<file path="config.mk">
export PLATFORM = sky130hd
export DESIGN_NAME = dijkstra_burst_reader
export DESIGN_NICKNAME = d
export VERILOG_FILES = /design/src/rtl/dijkstra_burst_reader.sv
export SDC_FILE = /design/constraint.sdc
export NUM_CORES = 1
export LEC_CHECK = 0
export BUFFER_PORTS_ARGS = -buffer_cell sky130_fd_sc_hd__buf_4
export CAP_MARGIN = 20
export CORE_MARGIN = 2
export CORE_UTILIZATION = 35
export DETAILED_ROUTE_END_ITERATION = 8
export HOLD_SLACK_MARGIN = 0.12
export PLACE_DENSITY = 0.52
export SLEW_MARGIN = 10
export SYNTH_ARGS = -nofsm -noshare
export SYNTH_HDL_FRONTEND = slang
export SYNTH_SLANG_ARGS = --single-unit
</file>
<file path="constraint.sdc">
create_clock -name algorithm_clock -period 4.1 [get_ports algorithm_clock]
set_input_delay 0.205 -clock algorithm_clock [delete_from_list [all_inputs] [get_ports algorithm_clock]]
set_output_delay 0.205 -clock algorithm_clock [all_outputs]
set_load 0.01 [all_outputs]
</file>
<file path="src/rtl/dijkstra_burst_reader.sv">
// Multi-word Avalon-MM burst reader for the Dijkstra custom instruction.
// Reads word_count words one at a time and reduces them to a sum (+datab) or a minimum with index.
module dijkstra_burst_reader #(
  parameter int DATA_W  = 16,
  parameter int ADDR_W  = 32,
  parameter int CNT_W   = 8,
  parameter int RES_W   = 32,
  parameter int STRIDE  = 2,
  parameter int TIMEOUT = 255
) (
  input  logic              algorithm_clock,
  input  logic              algorithm_reset_n,
  input  logic              algorithm_start,
  input  logic              algorithm_enable,
  input  logic [ADDR_W-1:0] base_address,
  input  logic [CNT_W-1:0]  word_count,
  input  logic [RES_W-1:0]  datab,
  input  logic              op_mode,
  output logic              mem_read_enable,
  output logic [ADDR_W-1:0] mem_addr,
  input  logic              wait_request,
  input  logic              mem_read_ready,
  input  logic [DATA_W-1:0] mem_read_data,
  output logic [RES_W-1:0]  shortest_distance,
  output logic [CNT_W-1:0]  min_index,
  output logic              ready,
  output logic              busy,
  output logic              error
);

  localparam int TW = $clog2(TIMEOUT + 1);

  typedef enum logic [1:0] {IDLE, REQ, WAIT_DATA, DONE} state_t;

  state_t            state, state_n;
  logic [ADDR_W-1:0] addr_reg, addr_n;
  logic [CNT_W-1:0]  cnt_reg, cnt_n;
  logic [RES_W-1:0]  datab_reg, datab_n;
  logic              mode_reg, mode_n;
  logic [CNT_W-1:0]  idx, idx_n;
  logic [RES_W-1:0]  acc, acc_n;
  logic [CNT_W-1:0]  min_idx, min_idx_n;
  logic [TW-1:0]     tcnt, tcnt_n;
  logic              mre_n, ready_n, busy_n, error_n;
  logic [RES_W-1:0]  sd_n;
  logic [CNT_W-1:0]  mi_n;
  logic [RES_W-1:0]  d;
  logic              tmo;

  assign d        = RES_W'(mem_read_data);
  assign tmo      = (tcnt == TW'(TIMEOUT - 1));
  assign mem_addr = addr_reg;

  always_ff @(posedge algorithm_clock or negedge algorithm_reset_n) begin
    if (!algorithm_reset_n) begin
      state             <= IDLE;
      addr_reg          <= '0;
      cnt_reg           <= '0;
      datab_reg         <= '0;
      mode_reg          <= 1'b0;
      idx               <= '0;
      acc               <= '0;
      min_idx           <= '0;
      tcnt              <= '0;
      mem_read_enable   <= 1'b0;
      shortest_distance <= '0;
      min_index         <= '0;
      ready             <= 1'b0;
      busy              <= 1'b0;
      error             <= 1'b0;
    end else begin
      state             <= state_n;
      addr_reg          <= addr_n;
      cnt_reg           <= cnt_n;
      datab_reg         <= datab_n;
      mode_reg          <= mode_n;
      idx               <= idx_n;
      acc               <= acc_n;
      min_idx           <= min_idx_n;
      tcnt              <= tcnt_n;
      mem_read_enable   <= mre_n;
      shortest_distance <= sd_n;
      min_index         <= mi_n;
      ready             <= ready_n;
      busy              <= busy_n;
      error             <= error_n;
    end
  end

  always_comb begin
    state_n   = state;
    addr_n    = addr_reg;
    cnt_n     = cnt_reg;
    datab_n   = datab_reg;
    mode_n    = mode_reg;
    idx_n     = idx;
    acc_n     = acc;
    min_idx_n = min_idx;
    tcnt_n    = tcnt;
    mre_n     = mem_read_enable;
    sd_n      = shortest_distance;
    mi_n      = min_index;
    ready_n   = 1'b0;
    error_n   = error;
    case (state)
      IDLE: begin
        if (algorithm_start && algorithm_enable) begin
          addr_n    = base_address;
          cnt_n     = word_count;
          datab_n   = datab;
          mode_n    = op_mode;
          error_n   = 1'b0;
          idx_n     = '0;
          acc_n     = op_mode ? '1 : '0;
          min_idx_n = '0;
          tcnt_n    = '0;
          if (word_count == '0) begin
            state_n = DONE;
          end else begin
            state_n = REQ;
            mre_n   = 1'b1;
          end
        end
      end
      REQ: begin
        tcnt_n = tcnt + TW'(1);
        if (tmo) begin
          state_n = DONE;
          mre_n   = 1'b0;
          error_n = 1'b1;
        end else if (mem_read_enable) begin
          // an issued request stays on the bus until the slave takes it
          if (!wait_request) begin
            state_n = WAIT_DATA;
            mre_n   = 1'b0;
          end
        end else begin
          mre_n = algorithm_enable;
        end
      end
      WAIT_DATA: begin
        tcnt_n = tcnt + TW'(1);
        if (mem_read_ready) begin
          tcnt_n = '0;
          if (mode_reg) begin
            if (d < acc) begin
              acc_n     = d;
              min_idx_n = idx;
            end
          end else begin
            acc_n = acc + d;
          end
          idx_n  = idx + CNT_W'(1);
          addr_n = addr_reg + ADDR_W'(STRIDE);
          if (idx == cnt_reg - CNT_W'(1)) begin
            state_n = DONE;
          end else begin
            state_n = REQ;
            mre_n   = algorithm_enable;
          end
        end else if (tmo) begin
          state_n = DONE;
          error_n = 1'b1;
        end
      end
      DONE: begin
        ready_n = 1'b1;
        sd_n    = mode_reg ? acc : acc + datab_reg;
        mi_n    = mode_reg ? min_idx : '0;
        state_n = IDLE;
      end
      default: state_n = IDLE;
    endcase
    busy_n = (state_n != IDLE);
  end

endmodule

</file>
==> impl_results.rst <==
.. list-table::
   :header-rows: 1

   * - Metric
     - Value
   * - Top post-synthesis cells by area
     - sky130_fd_sc_hd__dfrtp_1 38%, sky130_fd_sc_hd__ha_1 7.8%, sky130_fd_sc_hd__a21oi_1 5.3%, sky130_fd_sc_hd__mux2_2 4.6%, sky130_fd_sc_hd__o21ai_0 4.0%
   * - Unrepaired setup endpoints after global routing
     - no
   * - DP Worst Slack
     - 803.3 ps
   * - Die Area
     - 34750 um^2
   * - Clock Tree Root
     - sky130_fd_sc_hd__clkbuf_16
   * - Clock transition at the registers of the reported paths
     - 70 ps
   * - Routability congestion estimate
     - 0.8922
   * - Syn_nets
     - 1501
   * - Part of the Yosys area used for sequential elements
     - 37.60%
   * - Async SR Flop Fraction
     - 100.0%
   * - CP required
     - 4390 ps
   * - Number of synthesis warnings
     - 0
   * - Gate count of the mapped netlist
     - 1331
   * - Final hold slack
     - 151.9 ps
   * - TritonCTS sink count
     - 175
   * - Register-to-register setup slack
     - 680 ps
   * - Initial antenna violation count
     - 0
   * - Startpoint of the most critical hold path
     - mem_read_data[12]
   * - TritonCTS Buffers
     - 17
   * - Crit path time final
     - 3421 ps
   * - ANT nets after route
     - 0
   * - Post-synthesis area per instance
     - 8.751 um^2
   * - Setup total negative slack
     - 0 ps
   * - Cell at the slowest stage of the critical path
     - sky130_fd_sc_hd__o21ai_0
   * - Unique masters post-synth
     - 69
   * - Largest net degree at the start of global routing
     - 94
   * - Mean routed wirelength per cell
     - 17.03 um
   * - Crit-path leading delay family
     - compound AO/OA/AOI/OAI gates
   * - Worst slew margin relative to its limit
     - 32.77%
   * - Num rows
     - 66
   * - IO Pins
     - 171
   * - Library cell with the largest summed area after synthesis
     - sky130_fd_sc_hd__dfrtp_1
   * - Worst setup path class
     - flip-flop to flip-flop
   * - Number of buffer and inverter stages on the critical path
     - 0
   * - Post-synth EDFFs
     - 0
   * - First-pass GRT wire length
     - 55.60 mm
   * - Leakage power
     - 6.576 nW
   * - Worst flop-to-flop path startpoint
     - acc[2]
   * - CP cell instances
     - ha_1, o211ai_1, o211ai_1, a31oi_1, o21ai_0, a2bb2oi_1, o311a_1, a211oi_1, xor2_1, a21oi_1
   * - Worst-Skew Late Latency
     - 450 ps
   * - Largest fanout of any net on the critical path
     - 5
   * - Count of antenna diodes in the layout
     - 0
   * - Area of the placeable core
     - 32620 um^2
   * - Sort of element at the end of the critical path
     - flip-flop
   * - Main synth FF type
     - sky130_fd_sc_hd__dfrtp_1
   * - Placed instance area
     - 13340 um^2
   * - # Max-Cap Violations
     - 0
   * - Most used cell along the critical path
     - sky130_fd_sc_hd__o211ai_1
   * - Die span in x
     - 186.4 um
   * - Worst flop-to-flop path endpoint
     - shortest_distance[31]
   * - Worst Tran Pin Value
     - 1004 ps
   * - Share of cells above drive strength 1
     - 18.44%
   * - Initial Utilization
     - 35.71%
   * - HP Class
     - input pin to flip-flop
   * - 1st-iter DRT viols
     - 587
   * - Overall routed net length
     - 33.94 mm
   * - Clock Skew
     - 13.03 ps
   * - Hold path depth
     - 3
   * - Pwr per Cell Area
     - 812.8 nW/um^2
   * - Final setup violating endpoints
     - 0
   * - Tcrit/Tclk final
     - 83.45%
   * - VDD IR max
     - 0.0003676 V
   * - Pins over their slew limit
     - 0
   * - Cell area after technology mapping
     - 11650 um^2
   * - Drt via density
     - 5.312
   * - Deepest level of the CTS H-tree
     - 4
   * - Data arrival time at the worst-slack endpoint
     - 3710 ps
   * - Post-route DRC violation count
     - 0
   * - Vias
     - 10590
   * - Flip-flop and latch count after synthesis
     - 175
   * - Highest cell delay on the worst timing path
     - 620 ps
   * - End of the worst hold path
     - acc[12]
   * - Maximum buffer depth of the clock tree
     - 2
   * - TritonCTS clock tree
     - done
   * - Run status
     - complete, no violations
   * - First-pass iteration count of the detailed router
     - 5
   * - Fraction of post-synthesis cell area in the top cell type by area
     - 37.60%
   * - Net count reported at finish
     - 1708
   * - Worst Setup Start Kind
     - flip-flop
   * - Final HPWL from detailed placement
     - 23.57 mm
   * - Peak clock frequency supported by timing
     - 292.3 MHz
   * - Count of input and output buffers
     - 170
   * - Worst-case reg-to-reg path depth
     - 10
   * - Synth-to-Final Area Change
     - 26.19%
   * - Vias in the first global route
     - 10460
   * - Gr ovfl total
     - 0
   * - Logic depth of the worst path, buffers included
     - 10
   * - Number of buffers added for setup after CTS
     - 0
   * - Die height
     - 186.4 um
   * - Count of endpoints failing hold in the final timing report
     - 0
   * - Design area
     - 14700 um^2
   * - Post-route worst setup slack
     - 678.6 ps
   * - GRT Resource Usage Total
     - 19.69%
worst register-to-register path: cells and delay by family, from the launching register on:
family	cells	cell delay, ps
flip-flops	1	430
XOR/XNOR	1	170
adder cells (fa/ha/maj)	1	360
AO/OA/AOI/OAI	8	2300
how the worst max path moves through the flow:
stage                       from               endpoint  slack [ps]
after CTS                 acc[2]  shortest_distance[31]         780
after global routing      acc[0]                acc[30]         420
after floorplan           acc[0]  shortest_distance[30]        1250
after global placement    acc[2]  shortest_distance[31]         840
final                     acc[2]  shortest_distance[31]         680
after detailed placement  acc[2]  shortest_distance[31]         800
logic make-up (layout without fill, tap and decap cells):
logic type / count (synthesis) / after routing / synth area share (%)
compound gates: 422 / 422 / 22.76
simple gates: 379 / 379 / 15.32
flops: 175 / 175 / 37.60
buf+inv: 151 / 371 / 5.017
mux: 80 / 80 / 7.434
fa+ha+maj: 75 / 75 / 8.186
xor+xnor: 49 / 49 / 3.685
cell usage in the layout (no fill, tap or decap), types with 30 or more instances in the layout:
cell                              n
sky130_fd_sc_hd__ha_1            71
sky130_fd_sc_hd__nand3_1         41
sky130_fd_sc_hd__a21oi_1        123
sky130_fd_sc_hd__o22ai_1         30
sky130_fd_sc_hd__mux2i_1         31
sky130_fd_sc_hd__inv_1           77
sky130_fd_sc_hd__mux2_2          48
sky130_fd_sc_hd__nand2_1        111
sky130_fd_sc_hd__nor2_1          99
sky130_fd_sc_hd__dfrtp_1        174
sky130_fd_sc_hd__xnor2_1         34
sky130_fd_sc_hd__a31oi_1         35
sky130_fd_sc_hd__buf_4          184
sky130_fd_sc_hd__nor3_1          34
sky130_fd_sc_hd__dlygate4sd3_1   76
sky130_fd_sc_hd__o21ai_0         94
power breakdown:
part	switching (mW)	internal [mW]
Sequential	0.845	2.45
Combinational	3.88	3.05
Clock	0.740	0.980
synthesized netlist by cell type (all sizes together), types with 8 or more instances:
master / n
o22ai: 30
a22o: 8
buf: 18
mux2: 49
a21oi: 124
and2: 9
a31oi: 35
xnor2: 34
a21o: 24
nand2b: 13
xor2: 15
o31ai: 16
and3: 18
inv: 77
clkbuf: 56
nand3: 42
nor3: 34
nor2: 100
ha: 73
nor2b: 13
mux2i: 31
o211ai: 12
a211oi: 10
o21ai: 101
o21a: 9
dfrtp: 175
nand4: 13
nand2: 111
per-layer routing:
metal	vias up	global-route usage, %	part of all wire [%]
li1	5229	-	-
met1	5113	26.37	47
met2	216	32.52	47
met3	29	3.931	4.1
met4	0	5.077	1.4
met5	-	0	0
area by class of cell:
class	instances	area (um^2)
multi-input cells	1005	6698
well taps	442	553.0
repair buffers	262	2176
inverters	77	289.0
clock inverters	13	158.9
flip-flops and latches	175	4380
clock buffers	19	442.9
fillers	3233	17920
metrics by stage:
step / util [%] / instances / total power, mW
after floorplan: - / 1331 / 8.082
after global placement: 40.88 / 1885 / 10.12
after detailed placement: 40.88 / 1885 / 10.17
after CTS: 45.06 / 1993 / 12.03
after global routing: 45.06 / 1993 / 13.01
final: 45.06 / 1993 / 11.95
what timing repair did:
item	CTS	global route
endpoints found under the hold margin	167	0
hold buffers	76	0
resized for setup	0	0
No activity file was read; power rests on OpenSTA's default activity.
